===== config.mk =====
export PLATFORM = sky130hd
export DESIGN_NAME = iob_bus_arbiter
export DESIGN_NICKNAME = d
export VERILOG_FILES = /design/src/rtl/iob_bus_arbiter_pkg.sv /design/src/rtl/iob_rr_select.sv /design/src/rtl/iob_bus_arbiter.sv
export SDC_FILE = /design/constraint.sdc
export NUM_CORES = 1
export LEC_CHECK = 0
export BUFFER_PORTS_ARGS = -buffer_cell sky130_fd_sc_hd__buf_2
export CORE_AREA = 2 2 121 123
export DETAILED_ROUTE_END_ITERATION = 8
export DIE_AREA = 0 0 123 125
export SKIP_CTS_REPAIR_TIMING = 1
export SYNTH_ARGS = -nofsm -noshare
export SYNTH_HDL_FRONTEND = slang
export SYNTH_SLANG_ARGS = --single-unit

===== constraint.sdc =====
create_clock -name clk -period 1.7 [get_ports clk]
set_input_delay 0.34 -clock clk [delete_from_list [all_inputs] [get_ports clk]]
set_output_delay 0.34 -clock clk [all_outputs]
set_load 0.01 [all_outputs]

===== src/rtl/iob_bus_arbiter_pkg.sv =====
// Shared types and bus-format width helpers for the native memory bus arbiter.
// Request layout  : {valid, address, wdata, wstrb}  (valid is the MSB)
// Response layout : {rdata, ready}                 (ready is the LSB)
package iob_bus_arbiter_pkg;

    typedef enum logic {
        IDLE = 1'b0,
        BUSY = 1'b1
    } arb_state_t;

    function automatic int iob_req_w(input int addr_w, input int data_w);
        return 1 + addr_w + data_w + data_w / 8;
    endfunction

    function automatic int iob_resp_w(input int data_w);
        return data_w + 1;
    endfunction

endpackage


===== src/rtl/iob_rr_select.sv =====
// Round-robin winner select: first asserted request scanning from i_ptr upward,
// wrapping modulo N. Purely combinational so it can be reused by other arbiters.
module iob_rr_select #(
    parameter int N = 2
) (
    input  logic [N-1:0]         i_req,
    input  logic [$clog2(N)-1:0] i_ptr,
    output logic [$clog2(N)-1:0] o_idx,
    output logic                 o_any
);

    localparam int PW = $clog2(N);

    // Scan from the farthest candidate back to i_ptr so the closest request wins.
    always_comb begin
        o_idx = '0;
        for (int k = N - 1; k >= 0; k--) begin
            if (i_req[(int'(i_ptr) + k) % N]) begin
                o_idx = PW'((int'(i_ptr) + k) % N);
            end
        end
    end

    assign o_any = |i_req;

endmodule


===== src/rtl/iob_bus_arbiter.sv =====
// Round-robin arbiter sharing one native memory bus between N masters.
// A grant lasts exactly one valid-to-ready transaction; a watchdog completes
// transactions the slave never acknowledges.
//
// state | meaning
// IDLE  | no grant; slave request idle, slave ready ignored; arbitrate on valid
// BUSY  | master r_grant owns the slave until ready or watchdog expiry
module iob_bus_arbiter
    import iob_bus_arbiter_pkg::*;
#(
    parameter int N_MASTERS = 2,
    parameter int ADDR_W    = 32,
    parameter int DATA_W    = 32,
    parameter int TIMEOUT_W = 8
) (
    input  logic                                             clk,
    input  logic                                             rst,
    input  logic [N_MASTERS*iob_req_w(ADDR_W, DATA_W)-1:0]   m_req,
    output logic [N_MASTERS*iob_resp_w(DATA_W)-1:0]          m_resp,
    output logic [iob_req_w(ADDR_W, DATA_W)-1:0]             s_req,
    input  logic [iob_resp_w(DATA_W)-1:0]                    s_resp,
    output logic                                             busy,
    output logic                                             timeout
);

    localparam int REQ_W  = iob_req_w(ADDR_W, DATA_W);
    localparam int RESP_W = iob_resp_w(DATA_W);
    localparam int GW     = $clog2(N_MASTERS);

    arb_state_t           r_state;
    arb_state_t           w_state_nxt;
    logic [GW-1:0]        r_grant;
    logic [GW-1:0]        r_rr_ptr;
    logic [TIMEOUT_W-1:0] r_wd_cnt;

    logic [REQ_W-1:0]     w_req_arr [N_MASTERS];
    logic [N_MASTERS-1:0] w_valid;
    logic [REQ_W-1:0]     w_granted_req;
    logic [RESP_W-1:0]    w_resp_slice;
    logic [GW-1:0]        w_win_idx;
    logic [GW-1:0]        w_grant_next;
    logic                 w_any_req;
    logic                 w_s_ready;
    logic                 w_wd_full;
    logic                 w_done;

    genvar gi;
    generate
        for (gi = 0; gi < N_MASTERS; gi++) begin : g_unpack
            assign w_req_arr[gi] = m_req[gi*REQ_W +: REQ_W];
            assign w_valid[gi]   = m_req[gi*REQ_W + REQ_W - 1];
        end
    endgenerate

    iob_rr_select #(
        .N (N_MASTERS)
    ) u_rr_select (
        .i_req (w_valid),
        .i_ptr (r_rr_ptr),
        .o_idx (w_win_idx),
        .o_any (w_any_req)
    );

    assign w_granted_req = w_req_arr[r_grant];
    assign w_s_ready     = s_resp[0];
    assign w_wd_full     = &r_wd_cnt;
    assign w_grant_next  = (r_grant == GW'(N_MASTERS - 1)) ? '0 : r_grant + GW'(1);
    assign busy          = (r_state == BUSY);

    // State register; reset abandons any in-flight transaction.
    always_ff @(posedge clk or posedge rst) begin
        if (rst) begin
            r_state <= IDLE;
        end else begin
            r_state <= w_state_nxt;
        end
    end

    // Next state, slave request and response routing to the granted master only.
    always_comb begin
        w_state_nxt  = r_state;
        s_req        = '0;
        w_resp_slice = '0;
        timeout      = 1'b0;
        w_done       = 1'b0;
        case (r_state)
            IDLE: begin
                if (w_any_req) begin
                    w_state_nxt = BUSY;
                end
            end
            BUSY: begin
                if (w_s_ready) begin
                    s_req        = w_granted_req;
                    w_resp_slice = s_resp;
                    w_done       = 1'b1;
                    w_state_nxt  = IDLE;
                end else if (w_wd_full) begin
                    // Watchdog completion: fake a ready with zero data, withdraw the request.
                    w_resp_slice = RESP_W'(1);
                    timeout      = 1'b1;
                    w_done       = 1'b1;
                    w_state_nxt  = IDLE;
                end else begin
                    s_req = w_granted_req;
                end
            end
            default: w_state_nxt = IDLE;
        endcase

        m_resp = '0;
        for (int i = 0; i < N_MASTERS; i++) begin
            if (GW'(i) == r_grant) begin
                m_resp[i*RESP_W +: RESP_W] = w_resp_slice;
            end
        end
    end

    // Grant capture, round-robin pointer advance and watchdog count.
    always_ff @(posedge clk or posedge rst) begin
        if (rst) begin
            r_grant  <= '0;
            r_rr_ptr <= '0;
            r_wd_cnt <= '0;
        end else if (r_state == IDLE) begin
            if (w_any_req) begin
                r_grant  <= w_win_idx;
                r_wd_cnt <= '0;
            end
        end else if (w_done) begin
            r_rr_ptr <= w_grant_next;
            r_wd_cnt <= '0;
        end else begin
            r_wd_cnt <= r_wd_cnt + TIMEOUT_W'(1);
        end
    end

endmodule


==> After elaboration in Yosys (flattened, before gate mapping) <==
Cells that the tools add are included.
{ "totals": {"elab_cells": 49, "output_inout_bits": 137, "register_bits": 11, "input_bits": 173} }
{ "classes": {"reduce_logical": 5, "n_addsub": 3, "mux": 31, "magnitude_cmp": 3, "bitwise": 3} }
{ "ops": {"columns": ["op", "n"], "rows": [
  ["two-way mux 69 bit", 6],
  ["two-way mux 33 bit", 4],
  ["two-way mux 8 bit", 3],
  ["two-way mux 1 bit", 17],
  ["adder 8 x 1 -> 8 bit, second input constant", 1],
  ["AND reduction 8 bit", 1],
  ["AND reduction 2 bit", 2],
  ["< comparator 2 x 3 -> 1 bit, second input constant", 1],
  ["adder 1 bit, second input constant", 2],
  ["greater-or-equal comparator 2 bit, second input constant", 1],
  ["< comparator 1 x 2 -> 1 bit, second input constant", 1],
  ["NOT 1 -> 2 bit", 1],
  ["one-hot mux 1 bit (2 select lines)", 1],
  ["nonzero test 2 bit", 1],
  ["OR reduction 2 bit", 1],
  ["AND 1 bit, first input constant", 1],
  ["NOT 1 bit", 1]
]} }

==> Longest topological paths before layout <==
Gate-level depths: netlist of run 1.
{ "depth": {"depth_word": 7, "depth_mapped": 6, "ltp_nobuf": 5} }

==> Hierarchy <==
A second synthesis of run 1 with hierarchy kept.
{ "hier_totals": {"cells_unflattened": 296, "area_unflattened_um2": 2113.3} }
{ "by_module_without_submodules": {"columns": ["mod", "instances", "seq_area_each_um2", "area_each_um2", "cells_per_inst"], "rows": [
  ["iob_bus_arbiter", 1, 275.3, 2095.8, 293],
  ["iob_rr_select", 1, 0.0, 17.5, 3]
]} }

==> Least setup slack after synthesis of run 1 <==
OpenSTA, ideal clock, no wires.
{ "synth_timing": {"path_kind": "reg-to-output", "from": "register r_wd_cnt[0]", "to": "output port s_req[58]", "t_arrival_ps": 1406, "path_slack_ps": -46, "t_required_ps": 1360, "path_buffers": 2, "stages_incl_launch_ff": 7, "path_cell_list": "dfrtp_1 > ha_1 > nand3_1 > o31ai_4 > buf_4 > buf_6 > nor2_1"} }
{ "synth_via": {"elab_chain_cells": 4} }
{ "synth_rtl": {"columns": ["element", "line", "text"], "rows": [
  ["from (decl)", "iob_bus_arbiter.sv:34", "logic [TIMEOUT_W-1:0] r_wd_cnt;"],
  ["from (signal assigned)", "iob_bus_arbiter.sv:134", "r_wd_cnt <= r_wd_cnt + TIMEOUT_W'(1);"],
  ["AND reduction 8 bit", "iob_bus_arbiter.sv:66", "assign w_wd_full = &r_wd_cnt;"],
  ["two-way mux 69 bit", "iob_bus_arbiter.sv:98", "end else if (w_wd_full) begin"],
  ["two-way mux 69 bit", "iob_bus_arbiter.sv:93", "if (w_s_ready) begin"],
  ["two-way mux 69 bit", "iob_bus_arbiter.sv:86", "case (r_state)"],
  ["to (decl)", "iob_bus_arbiter.sv:20", "output logic [iob_req_w(ADDR_W, DATA_W)-1:0] s_req,"]
]} }
Every way passes these cells.

==> Final worst setup path of run 1 <==
{ "layout_timing": {"from": "register r_wd_cnt[1]", "to": "output port s_req[28]"} }
The elaborated chain is that of the path after synthesis.

==> run summary, run 1 <==
The total area inside the core boundary comes to 14200 um2. The critical path is of the flop to output pin type. The sequential standard cell area came out at 280 um2.

The average routed wire per standard cell is 16.3 um. The all-layer global routing usage came out at 0.128. The synthesis-to-finish area growth came out at 137%. The worst pin sits at a relative slew slack of 0.721. The cell sitting at the root of the clock tree is a clkbuf_16. The max-cap violation count is 0.

Counting flops with a built-in enable in the synthesized netlist gives 0. The total grt overflow is 0. The number of warnings issued by yosys is 0.

The power share of the combinational group came out at 0.769. The first-pass iteration count of the detailed router is 4. Buffers inserted during clock tree synthesis total 3. Setup violations remaining at the end of the flow were counted as 136. The die height came out at 125 um. Entering global routing, the biggest net connects 60 pins. The first-pass GRT wire length came out at 15400 um. On the final layout, the worst clock skew is 0.000837 ns.

The number of placed instances, taps included, is 791. Routability-driven placement finished with a final weighted congestion of 0.848. The detailed router finished its first iteration with 109 violations. The via count of the first global-routing pass came out at 3004. Counting every net in the synthesized netlist gives 464. The path type of the worst min-delay path is input port to async pin. The fraction of power consumed by the clock network came out at 0.133.

The total design power came out at 3.37 mW. For this run, the leading register cell type out of synthesis is dfrtp_1. Measured along the x axis, the die boundary spans 123 um. STA puts the critical path data arrival time at 1.65 ns. Setup repair after global routing could not meet its margin everywhere. For this block, the routed nets add up to 13200 um of wire.

Across the VDD grid, the largest voltage drop is 0.310 mV. The share of the Yosys chip area taken by registers is 0.133. The largest individual stage delay along the critical path comes from the cell dfrtp_1. The measured slew at the worst slew-check pin came out at 0.406 ns. On the worst path, the slowest cell contributes a delay of 0.35 ns.

In this run the worst path has a maximum fanout of 15. After synthesis the cells add up to 2070 um2. STA classifies the critical path endpoint as an output pin. The signal on the critical path passes through ha_2, nand3_2, o31ai_4, buf_4, clkbuf_16, nor2_1, buf_2. The total inserted antenna cells came out at 0. The worst setup path is launched from a flop. The clock input transition at the sequential cells of the worst setup and hold paths came out at 0.04 ns.

The number of antenna violations at the first check in global routing is 1. The number of rows created at floorplan is 44. The minimum clock period came out at 1.99 ns.

In the layout the commonest cells are 249 x buf_2, 75 x buf_6, 70 x nor2_1, 68 x mux2i_1, 60 x and2_4. The internal power consumption is 1.96 mW. The die outline area came out at 15400 um2. Across all hold checks on the routed design, the worst slack comes to 0.0967 ns. The detailed-route vias per instance is 4.25.

The final cell area excluding filler cells is 4910 um2. The library cell used most frequently in the layout, excluding fill and tap cells, is buf_2. The share of total power dissipated in sequential elements is 0.098. The area occupied by multi-input gates is 1870 um2. The cell count after synthesis came out at 290. The leakage component of the power came out at 2.84 nW. The maximum level of the CTS H-tree is 1. The post-DP HPWL came out at 9500 um.

The analysis attributes to net switching a power of 1.41 mW. The clock tree from TritonCTS is done. The clock latency at the later pin of the worst-skew pair came out at 0.24 ns. The count of final hold-check violations was 0. The starting utilization of the core area is 0.146. The share of post-route cells with drive strength above 1 came out at 0.700. The power per standard cell area came out at 686 nW/um2. Once routing completed, OpenROAD measured the worst setup slack at -0.291 ns. After filler insertion, the fill cell instance count of the layout stands at 1486. The fmax came out at 502 MHz. The mean instance size in the synthesized netlist came out at 7.14 um2. For this run, asynchronously set or reset flops after synthesis account for 1.00. The cell area after placement is 4000 um2.

In this run the deepest clock path goes through 2 buffers. The checks that failed: setup timing. The register bit count reported by yosys came out at 11.

The number of vias in the routed layout is 3459. The detailed-route DRC error count came out at 0. In this run the remaining antenna-violating nets after routing total 0. Of the total power, the share spent switching nets is 0.418. The number of sinks driven by the clock tree came out at 11. STA puts the critical path data required time at 1.36 ns. The final-stage net count came out at 805. The post-route non-filler standard cell count came out at 814. The number of max-slew violations in the final report was 0.

The number of distinct standard cells referenced by the synthesized netlist came out at 30. For this design the top-level I/O count stands at 310. The run finished, with violations left.

The number of port buffers is 309. The fraction of the cycle the final worst path needs is 1.17.
## cells in the mapped netlist (all sizes together), types with 2 or more instances
master | n | area [um2]
buf | 16 | 88.8
inv | 3 | 11.3
nand2 | 9 | 33.8
nand3 | 3 | 15.0
a31oi | 5 | 31.3
nor2 | 75 | 282
dfrtp | 11 | 275
nand4 | 2 | 18.8
nor3 | 2 | 10.0
and2 | 65 | 407
a22o | 2 | 17.5
clkbuf | 7 | 27.5
mux2 | 2 | 22.5
o21ai | 8 | 40.0
mux2i | 69 | 691
## flip-flops by register name, indices dropped and copies added, names as in the netlist
| register | count |
|---|---|
| r_wd_cnt | 8 |
| r_grant | 1 |
| busy | 1 |
| r_rr_ptr | 1 |
## routing by layer
metal,vias up,global-route usage,part of all wire
met4,2,0.0368,0.017
met3,13,0.0169,0.095
met1,1581,0.151,0.39
met2,212,0.238,0.50
li1,1651,-,-
met5,-,0,0.00091
## power groups by stage
stage	sequential (mW)	clock, mW	combinational (mW)
after global routing	0.335	0.470	2.78
after CTS	0.344	0.453	2.08
after floorplan	0.306	0	1.18
after global placement	0.347	0	2.07
final	0.329	0.449	2.59
after detailed placement	0.348	0	2.07
## final timing paths
path                                          from                      end  slack, ns  cells after the start
hold / removal                                 rst  r_wd_cnt[4]$_DFFE_PP0P_        0.1                      2
hold reg to reg               r_rr_ptr$_DFFE_PP0P_     r_rr_ptr$_DFFE_PP0P_       0.51                      1
min in group clk                         m_req[68]      r_grant$_DFFE_PP0P_       0.33                      2
setup / recovery           r_wd_cnt[1]$_DFFE_PP0P_                s_req[28]      -0.29                      7
max in group asynchronous                      rst      r_grant$_DFFE_PP0P_       1.26                      2
setup reg to reg           r_wd_cnt[1]$_DFFE_PP0P_  r_wd_cnt[7]$_DFFE_PP0P_       0.12                      7
## critical path, delay by kind of cell (launching register included)
kind                     cells  cell delay [ns]
flip-flops                   1             0.35
buffers and inverters        3             0.50
adder cells (fa/ha/maj)      1             0.19
AND/OR/NAND/NOR              2             0.15
AO/OA/AOI/OAI                1             0.20
## cells by family after synthesis
logic type / Yosys count / synth area share
AO/OA/AOI/OAI: 20 / 0.0683
adder cells (fa/ha/maj): 1 / 0.00604
buffers and inverters: 26 / 0.0616
flip-flops: 11 / 0.133
multiplexers: 71 / 0.344
AND/OR/NAND/NOR: 161 / 0.387
## metrics by stage
stage,setup TNS [ns],utilization,setup WS [ns]
after floorplan,-0.101,-,-0.0101
after global placement,-6.36,0.282,-0.127
after detailed placement,-7.90,0.282,-0.158
after CTS,-34.61,0.287,-0.420
after global routing,-37.24,0.346,-0.367
final,-27.98,0.346,-0.291
## layout make-up
class / instances / area share
repair buffers: 359 / 0.497
well taps: 184 / 0.0469
flip-flops and latches: 11 / 0.0571
clock buffers: 4 / 0.0161
multi-input cells: 253 / 0.380
inverters: 3 / 0.00280
Note: power is estimated with default switching activity, not from simulation.
==> run 2: changes to the inputs <==
Settings changed: TNS_END_PERCENT from default to 1.
==> run summary, run 2 (same netlist as run 1, synthesis figures left out) <==
The final wirelength is 11900 um (-10%). The core occupancy in the finished layout came out at 0.298 (-0.0475). The final-stage net count came to 792 (-1.6%). The detailed-route DRC error count came out at 0 (unchanged).

The worst IR drop on VDD came to 0.331 mV (+6.6%). The count of pins on the block boundary is 310 (unchanged). The all-layer global routing usage is 0.128 (unchanged).

The final RePlAce weighted congestion came out at 0.848 (unchanged). The width of the chip is 123 um (unchanged). The pin count of the biggest net entering global routing came out at 60 (unchanged). The first-iteration detailed-routing DRC count is 125 (+15%). The path type of the worst min-delay path is input port to async pin. The total grt overflow came to 0 (unchanged). The root buffer selected by CTS is clkbuf_16. The die height came out at 125 um (unchanged). The number of flip-flops in the largest register is 8 (unchanged). The clock input transition at the sequential cells of the worst setup and hold paths came out at 0.04 ns (about the same).

The headroom to the max-slew limit is 0.724 (+0.00284). The synthesis-to-finish area growth is 105%. The detailed-route vias per instance came out at 4.15 (-2.3%). The total buffers and inverters traversed by the critical path is 3 (unchanged). The fmax was 502 MHz (about the same). The first-pass GRT wire length came to 15400 um (unchanged). The worst reg2reg path depth came out at 7 (unchanged). The cell count along the critical path came to 7 (unchanged). The number of rows created at floorplan is 44 (unchanged). STA classifies the critical path startpoint as a flop. The library cell used most frequently in the layout, excluding fill and tap cells, is buf_2. The checks that failed: setup timing. Among cell families on the critical path, the largest total delay comes from buffers and inverters.

The worst-case clock skew came out at 0.00151 ns (+0.000672 ns). The number of vias in the routed layout is 3325 (-3.9%). The maximum fanout encountered on the critical timing path came to 15 (unchanged). The minimum clock period came out at 1.99 ns (+0.000471 ns). The run finished, with violations left. The worst endpoint required time came out at 1.36 ns (about the same).

The maximum level of the CTS H-tree came out at 1 (unchanged). The number of max-slew violations in the final report is 0 (unchanged). The die outline area is 15400 um2 (unchanged). The post-detailed-route count of antenna-violating nets came out at 0 (unchanged). The total setup violations reported at the end of the flow came out at 136 (unchanged).

The area occupied by multi-input gates came out at 1710 um2 (-8.6%). The slowest stage of the critical path belongs to the cell dfrtp_1. The worst hold-check slack was 0.0979 ns (+0.00113 ns). The smallest setup slack after layout is -0.291 ns (-0.000471 ns).

The via count of the first global-routing pass came out at 3004 (unchanged). The fraction of the cycle the final worst path needs is 1.17 (about the same). The measured slew at the worst slew-check pin is 0.402 ns (-0.00414 ns). The leakage component of the power came out at 2.63 nW (-7.5%).

The starting utilization of the core area is 0.146 (unchanged). The clock latency at the later pin of the worst-skew pair came out at 0.24 ns (about the same). The number of port buffers is 309 (unchanged). The number of sinks driven by the clock tree is 11 (unchanged). The power per standard cell area is 696 nW/um2 (+1.4%). The maximum number of buffers from clock root to sink is 2 (unchanged). The arrival time of the worst setup path is 1.65 ns (about the same).

In the layout the commonest cells are 308 x buf_2, 71 x nor2_1, 69 x mux2i_1, 64 x and2_1, 26 x buf_4. The total inserted antenna cells came out at 0 (unchanged). The first-pass iteration count of the detailed router came to 5 (+1). STA classifies the critical path endpoint as an output pin. The total of fill cells in the finished design was 1584 (+6.6%). The maximum single-stage delay on the critical path came out at 0.35 ns (about the same). The number of buffers created by CTS came out at 3 (unchanged). The core region area is 14200 um2 (unchanged). The signal on the critical path passes through ha_2, nand3_2, o31ai_4, buf_4, clkbuf_16, nor2_1, buf_2. By startpoint and endpoint, the worst setup path is classified as flop to output pin. The count of final hold-check violations came out at 0 (unchanged). The average routed wire per standard cell came out at 14.9 um (-8.7%). The post-DP HPWL came out at 9500 um (unchanged). The max-cap violation count is 0 (unchanged).

The number of antenna violations at the first check in global routing is 1 (unchanged). r_wd_cnt holds more flip-flops than any other register. The share of post-route cells with drive strength above 1 came out at 0.593 (-0.107).

Setup repair after global routing could not meet its margin everywhere. TritonCTS built the clock tree. The sequential standard cell area is 280 um2 (unchanged).
run 2: changes by cell type in the layout (fill, tap and decap cells not counted), sizes merged:
cell	before	now
buf	357	344
run 2: area by class of cell:
type | instances | share of cell area
clock buffer | 4 | 0.0186
inverter | 3 | 0.00325
multi-input combinational | 253 | 0.403
sequential | 11 | 0.0662
tap | 184 | 0.0543
timing repair buffer | 346 | 0.455
run 2: per-layer routing:
layer,vias to the layer above,part of all wire,GRT usage
met5,-,0.0010,0
met4,2,0.017,0.0368
met3,11,0.097,0.0169
met2,218,0.49,0.238
met1,1471,0.40,0.151
li1,1623,-,-
run 2: report_power, final:
| group | internal [mW] | switching, mW |
|---|---|---|
| clock network | 0.317 | 0.134 |
| logic | 1.05 | 1.10 |
| registers | 0.294 | 0.0535 |
run 2: worst register-to-register path, cell delays in order (launching register included):
cell	delay (ns)
dfrtp_1	0.38
ha_2	0.20
buf_4	0.14
and3_4	0.18
buf_4	0.14
o21ba_2	0.20
o21ai_0	0.14
a22o_1	0.15
run 2: final timing paths:
path	slack [ns]	to	start
min reg2reg	0.52	r_rr_ptr$_DFFE_PP0P_	r_rr_ptr$_DFFE_PP0P_
min in group clk	0.32	r_grant$_DFFE_PP0P_	m_req[68]
max reg2reg	0.12	r_wd_cnt[7]$_DFFE_PP0P_	r_wd_cnt[1]$_DFFE_PP0P_
max in group asynchronous	1.26	r_grant$_DFFE_PP0P_	rst
min	0.1	r_wd_cnt[2]$_DFFE_PP0P_	rst
max	-0.29	s_req[28]	r_wd_cnt[1]$_DFFE_PP0P_
run 2: stage by stage:
| step | instances | worst slack, ns | TNS (ns) | instance area (um2) | power, mW |
|---|---|---|---|---|---|
| final | 801 | -0.291 | -22.01 | 4240 | 2.95 |
| after global placement | 791 | -0.127 | -6.36 | 4000 | 2.42 |
| after global routing | 801 | -0.364 | -33.15 | 4240 | 3.17 |
| after detailed placement | 791 | -0.158 | -7.90 | 4000 | 2.42 |
| after CTS | 795 | -0.420 | -34.61 | 4080 | 2.88 |
| after floorplan | 290 | -0.0101 | -0.101 | 2080 | 1.49 |
